**src/rtl/load_store_unit.sv**
```systemverilog
// load_store_unit: single-outstanding load/store engine with byte-lane steering, sign extension and timeout abort
module load_store_unit #(
    parameter int TIMEOUT_CYCLES = 255
) (
    input  logic        clk,
    input  logic        rst,
    input  logic        mem_rd_en,
    input  logic        mem_wr_en,
    input  logic [2:0]  funct3,
    input  logic [31:0] addr,
    input  logic [31:0] store_data,
    output logic        lsu_stall,
    output logic [31:0] load_data,
    output logic        load_valid,
    output logic        lsu_fault,
    output logic        dmem_req,
    output logic        dmem_we,
    output logic [31:0] dmem_addr,
    output logic [31:0] dmem_wdata,
    output logic [3:0]  dmem_be,
    input  logic        dmem_gnt,
    input  logic        dmem_rvalid,
    input  logic [31:0] dmem_rdata
);
    typedef enum logic [1:0] {IDLE, REQ, WAIT, DONE} state_t;
    localparam int CW = $clog2(TIMEOUT_CYCLES + 1);
    state_t state;
    logic is_load;
    logic [2:0] f3_q;
    logic [1:0] off_q;
    logic [CW-1:0] cnt;
    logic req, f3_ok, aligned, legal, timeout;
    logic [3:0] be_n;
    logic [31:0] wdata_n, ext;
    logic [7:0] rbyte;
    logic [15:0] rhalf;

    // request legality, store lane steering, load extraction and the stall output
    always_comb begin
        req = mem_rd_en | mem_wr_en;
        f3_ok = mem_rd_en ? (funct3 == 3'd0 || funct3 == 3'd1 || funct3 == 3'd2 || funct3 == 3'd4 || funct3 == 3'd5)
                          : (funct3 == 3'd0 || funct3 == 3'd1 || funct3 == 3'd2);
        aligned = (funct3[1:0] == 2'b01) ? !addr[0] : (funct3[1:0] == 2'b10) ? (addr[1:0] == 2'b00) : 1'b1;
        legal = req & f3_ok & aligned;
        be_n = (funct3[1:0] == 2'b00) ? 4'b0001 << addr[1:0] : (funct3[1:0] == 2'b01) ? (addr[1] ? 4'b1100 : 4'b0011) : 4'b1111;
        wdata_n = (funct3[1:0] == 2'b00) ? {4{store_data[7:0]}} : (funct3[1:0] == 2'b01) ? {2{store_data[15:0]}} : store_data;
        rbyte = off_q[1] ? (off_q[0] ? dmem_rdata[31:24] : dmem_rdata[23:16]) : (off_q[0] ? dmem_rdata[15:8] : dmem_rdata[7:0]);
        rhalf = off_q[1] ? dmem_rdata[31:16] : dmem_rdata[15:0];
        ext = (f3_q == 3'd0) ? {{24{rbyte[7]}}, rbyte} :
              (f3_q == 3'd4) ? {24'd0, rbyte} :
              (f3_q == 3'd1) ? {{16{rhalf[15]}}, rhalf} :
              (f3_q == 3'd5) ? {16'd0, rhalf} : dmem_rdata;
        timeout = (cnt == CW'(TIMEOUT_CYCLES));
        lsu_stall = !rst && ((state == IDLE && legal) || state == REQ || state == WAIT);
    end

    // transaction FSM with registered memory-side outputs and result strobes
    always_ff @(posedge clk or posedge rst) begin
        if (rst) begin
            state      <= IDLE;
            is_load    <= 1'b0;
            f3_q       <= 3'd0;
            off_q      <= 2'd0;
            cnt        <= '0;
            dmem_req   <= 1'b0;
            dmem_we    <= 1'b0;
            dmem_addr  <= 32'd0;
            dmem_wdata <= 32'd0;
            dmem_be    <= 4'd0;
            load_data  <= 32'd0;
            load_valid <= 1'b0;
            lsu_fault  <= 1'b0;
        end else begin
            load_valid <= 1'b0;
            lsu_fault  <= 1'b0;
            case (state)
                IDLE: begin
                    if (legal) begin
                        state      <= REQ;
                        is_load    <= mem_rd_en;
                        f3_q       <= funct3;
                        off_q      <= addr[1:0];
                        cnt        <= '0;
                        dmem_req   <= 1'b1;
                        dmem_we    <= !mem_rd_en;
                        dmem_addr  <= {addr[31:2], 2'b00};
                        dmem_be    <= be_n;
                        dmem_wdata <= wdata_n;
                    end else if (req) begin
                        lsu_fault <= 1'b1;
                    end
                end
                REQ: begin
                    if (timeout) begin
                        dmem_req  <= 1'b0;
                        lsu_fault <= 1'b1;
                        state     <= DONE;
                    end else if (dmem_gnt) begin
                        dmem_req <= 1'b0;
                        cnt      <= cnt + 1'b1;
                        state    <= is_load ? WAIT : DONE;
                    end else begin
                        cnt <= cnt + 1'b1;
                    end
                end
                WAIT: begin
                    if (timeout) begin
                        lsu_fault <= 1'b1;
                        state     <= DONE;
                    end else if (dmem_rvalid) begin
                        load_data  <= ext;
                        load_valid <= 1'b1;
                        state      <= DONE;
                    end else begin
                        cnt <= cnt + 1'b1;
                    end
                end
                default: state <= IDLE;
            endcase
        end
    end
endmodule

```
**config.mk**
```make
export PLATFORM = sky130hd
export DESIGN_NAME = load_store_unit
export DESIGN_NICKNAME = d
export VERILOG_FILES = /design/src/rtl/load_store_unit.sv
export SDC_FILE = /design/constraint.sdc
export NUM_CORES = 1
export LEC_CHECK = 0
export BUFFER_PORTS_ARGS = -buffer_cell sky130_fd_sc_hd__clkbuf_2
export CORE_MARGIN = 2
export CORE_UTILIZATION = 40
export DETAILED_ROUTE_END_ITERATION = 6
export PLACE_DENSITY_LB_ADDON = 0.08
export SYNTH_ARGS = -nofsm -noshare
export SYNTH_HDL_FRONTEND = slang
export SYNTH_SLANG_ARGS = --single-unit
```
**constraint.sdc**
```tcl
create_clock -name clk -period 9 [get_ports clk]
set_input_delay 0.9 -clock clk [delete_from_list [all_inputs] [get_ports clk]]
set_output_delay 0.9 -clock clk [all_outputs]
set_load 0.01 [all_outputs]
```
Word-level counts from Yosys, hierarchy flattened

Index checks and enable logic that the tools add are counted.

Flip-flop bits (word level): 118
Latch bits: 0
Memory bits (writable): 0
Bits in read-only memories: 0
Bits of input ports: 105
Word-level logic and storage cells: 100
Memories: 0

Add/sub/neg operators: 1
Multipliers: 0
Div/mod/pow operators: 0
Order comparisons: 0
Eq/ne operators: 18
Shifts and indexed selects: 1
Mux-type cells: 39
Bitwise operators: 4
Reductions and logical operators: 24

Operators by type and width:

| operator            | number |
|---|---|
| $mux 32             | 6 |
| $mux 8              | 7 |
| $pmux 8 s3          | 1 |
| $mux 16             | 1 |
| $mux 1              | 13 |
| $eq 3x3->1 const B  | 4 |
| $mux 4              | 3 |
| $mux 2              | 5 |
| $reduce_and 3->1    | 3 |
| $add 8x1->8 const B | 1 |
| $eq 8x8->1 const B  | 1 |
| $ne 2x2->1 const B  | 4 |
| $eq 3x1->1 const B  | 2 |
| $logic_not 2->1     | 3 |
| $logic_not 3->1     | 2 |
| $logic_or 1x1->1    | 6 |
| $ne 3x3->1 const B  | 2 |
| $pmux 2 s3          | 1 |
| $reduce_and 5->1    | 1 |
| $eq 2x1->1 const B  | 2 |
| $eq 2x2->1 const B  | 2 |
| $pmux 1 s2          | 2 |
| $shl 1x2->4 const A | 1 |
| $eq 3x2->1 const B  | 1 |
| other kinds (9)     | 13 |

Longest topological paths before layout

Word-level depth: 12
Gate-level depth with buffers: 8

Worst setup path before layout

Ideal clock, no wire load.

Path kind: in2out
From: in funct3[0]
To: out lsu_stall
Arrival time: 2.102 ns
Data required time: 8.100 ns
Slack: 5.998 ns
Cell stages on the path: 7
Buffers on the path: 3
Path through: buf_6 -> nor4_4 -> o22a_4 -> nand2_1 -> buf_2 -> buf_2 -> a21oi_1

Longest elaborated chain between the ends: 12
Elaborated cells between the ends (all ways): 20
Those cells by class: eq/ne: 6; mux: 3; bitwise: 2; reduce/logical: 9

RTL lines:

| item                                                 | line   | RTL |
|---|---|---|
| start: declaration                                   | 9      | `input logic [2:0] funct3,` |
| $eq 3x1->1 / $logic_not 3->1 (equally long branches) | 41, 42 |  |
| $logic_or 1x1->1 (2 in series)                       | 41, 42 |  |
| $logic_or 1x1->1 (2 in series)                       | 41     | `f3_ok = mem_rd_en ? (funct3 == 3'd0 \|\| funct3 == 3'd1 \|\| funct3 == 3'd2 \|\| funct3 == 3'd4 \|\| funct3 == 3'd5)` |
| $mux 1                                               | 41     |  |
| $and 1x1->1                                          | 44     | `legal = req & f3_ok & aligned;` |
| $and 1x1->1 *                                        | 44     |  |
| $logic_and 1x1->1 *                                  | 54     | `lsu_stall = !rst && ((state == IDLE && legal) \|\| state == REQ \|\| state == WAIT);` |
| $logic_or 1x1->1 * (2 in series)                     | 54     |  |
| $logic_and 1x1->1 *                                  | 54     |  |
| end: declaration                                     | 12     | `output logic lsu_stall,` |

Every way passes the cells marked *; elsewhere a longest branch is shown, timed or not.

Worst setup path after layout

From: in funct3[1]
To: out lsu_stall

The elaborated chain is that of the path after synthesis.

==> summary.md <==
| Metric | Value |
|---|---|
| Root Buffer | clkbuf_16 |
| Seq. cell area | roughly 0.003 mm^2 |
| Routed length on met1 | between 6000 and 7000 um |
| Commonest non-fill, non-tap cell in the layout | clkbuf_2 |
| WL met2 | 7190 um |
| Antenna viol nets, final | 0 |
| Max H-tree Level | 4 |
| Clk sinks | 118 |
| Skew-Pair Late Insertion Delay | 0.41 ns |
| Leakage power | 0.00359 uW |
| Die width | 122 um |
| Layout cells sized above 1 | 0.429 |
| Post-synth top area share | 0.527 |
| Top FF cell, synth | dfrtp_1 |
| Area Growth Syn to Fin | 30.4% |
| Fmax | 316 MHz |
| Fin Setup TNS | 0 ns |
| Setup crit end kind | output pin |
| ANT cells | 0 |
| CTS resizes | 0 |
| Worst slew margin | 0.303 |
| Skew final | about 0.0060 ns |
| Remaining Overflow, GRT | 0 |
| Final Hold Vio Count | 0 |
| Most frequent cells in the layout | clkbuf_2 (207), dfrtp_1 (118), nand2_1 (68) |
| Via count | 4638 |
| Detailed placement HPWL | 10500 um |
| Post-synth ARST share | 1.00 |
| Top sig layer | met4 |
| Synth area leader | dfrtp_1 |
| Hold_buf cts | 0 |
| Yosys reg bits | 118 |
| Hold WC Path Type | flip-flop to flip-flop |
| CTS tree | done |
| Die ar. | approximately 0.015 mm^2 |
| Nets | slightly above 800 |
| Post-synthesis sequential area ratio | 0.527 |
| Area of the multi-input gates | 0.00246 mm^2 |
| Crit path time final | between 3 and 4 ns |
| Initial antenna violation count | 0 |
| Synth Warn # | 0 |
| CP arrival | 2.26 ns |
| Mean Syn Cell Area | roughly 11 um^2 |
| Routed wire per std cell | 16.2 um |
| Core area | 0.0138 mm^2 |
| Cell area after layout | around 0.0073 mm^2 |
| Final Slew Violations | 0 |
| GRT Util Overall | 0.201 |
| Metal3 WL | just over 1000 um |
| Number of synthesized flops with an enable pin | 0 |
| Largest net degree at the start of global routing | just over 100 |
| Synth top area cells | dfrtp_1 (53%), mux2_2 (10%), o21ai_0 (4.9%), mux2i_1 (4.6%), nand2_1 (4.6%) |
| Final period util | 0.352 |
| RSZ-0062 raised after global routing | false |
| Final setup violating endpoints | 0 |
| Filler cells | 1299 |
| Crit path kind | input port to output pin |
| Vias in the first global route | 4559 |
| Critical Path Start Type | input port |
| Pre-CTS setup slack | 5.60 ns |
| Iter 0 DRT Violations | approximately 350 |
| Yosys cell types | 42 |
| First-pass GRT wire length | 23300 um |
| Routed vias/inst | approximately 5.1 |
| Max rail drop VDD | 0.233 mV |
| Crit-path max FO | 31 |
| Final setup margin | between 5 and 6 ns |
| Max_cap viols | 0 |
| # IOs | 210 |
| Gpl congestion | 0.842 |
| Post-synthesis cell area | approximately 0.0056 mm^2 |
| Slew @ Worst Pin | 1.04 ns |
| Number of port buffers | 207 |
| Clock transition at path regs | 0.05 ns |
| Status | finished clean |
| FP Rows | 43 |
| Drt first pass iters | 4 |
| Die Height | 122 um |
| Post-detailed-placement cell area | 0.00673 mm^2 |
| Clock tree buffer depth | 2 |
| CTS buffer count | 17 |
| Post-CTS Repair Setup Buffers | 0 |
| Starting density of the core | 0.407 |
| Power per Cell Area | 360 mW/mm^2 |
| Critical Path RT | 8.10 ns |
| WL final | 14700 um |
| DRC Markers | 0 |
| Cells after synthesis | between 500 and 600 |
[per-layer routing]
metal  up-vias  track usage
li1       2211            -
met1      2260        0.269
met2       153        0.317
met3        14       0.0586
met4         0       0.0611
met5         -            0
[path summary, 6_finish.rpt]
check / cells past startpoint / slack, ns / startpoint / end
setup / recovery: 6 / 5.84 / funct3[1] / lsu_stall
max in group asynchronous: 3 / 7.09 / rst / load_data[0]
hold reg to reg: 2 / 0.48 / dmem_be[2] / dmem_be[2]
min in group asynchronous: 2 / 0.56 / rst / dmem_addr[3]
setup reg to reg: 7 / 6.56 / cnt[0] / load_data[10]
hold / removal: 2 / 0.48 / dmem_be[2] / dmem_be[2]
[layout make-up]
type / instances / area share
flip-flops and latches: 118 / 0.404
multi-input cells: 358 / 0.336
clock inverters: 13 / 0.0168
clock buffers: 19 / 0.0620
well taps: 180 / 0.0308
inverters: 9 / 0.00497
repair buffers: 210 / 0.145
[synthesized netlist by cell type (6+ instances only)]
library cell    n
dfrtp_1       118
nand2_1        69
o21ai_0        55
mux2_2         52
a21oi_1        43
nor2_1         42
mux2i_1        26
clkbuf_1       15
buf_2           9
a31oi_1         8
inv_1           8
mux4_2          8
o22a_1          8
buf_4           6
[state kept, by name, indices dropped and copies added, names as in the netlist, 2 cells and up]
signal      count
dmem_wdata     32
load_data      32
dmem_addr      30
cnt             8
dmem_be         4
f3_q            3
off_q           2
state           2
[stage by stage]
stage	cells	total power, uW	util	hold slack [ns]
after detailed placement	875	2010	0.489	0.472
after CTS	907	2670	0.530	0.485
final	907	2630	0.530	0.480
after global placement	875	1970	0.489	0.463
after floorplan	517	1600	-	0.467
after global routing	907	2830	0.530	0.510
[where the power goes]
group / internal (uW) / switching (uW)
clock: 396 / 255
sequential: 784 / 161
combinational: 472 / 565
[worst max-delay path: stages]
cell and delay (ns):
clkbuf_2 0.43, a21oi_1 0.33, o22a_4 0.24, nand2_4 0.05
a21oi_1 0.13, clkbuf_2 0.15
[logic make-up (layout without fill, tap and decap cells)]
family	after synthesis	count (layout)	share of synthesized area
other	1	2	0.000669
AND/OR/NAND/NOR	135	135	0.103
flip-flops	118	118	0.527
buffers and inverters	41	251	0.0362
AO/OA/AOI/OAI	130	130	0.139
multiplexers	86	86	0.183
adder cells (fa/ha/maj)	5	5	0.0112
(Power assumes the default switching activity.)
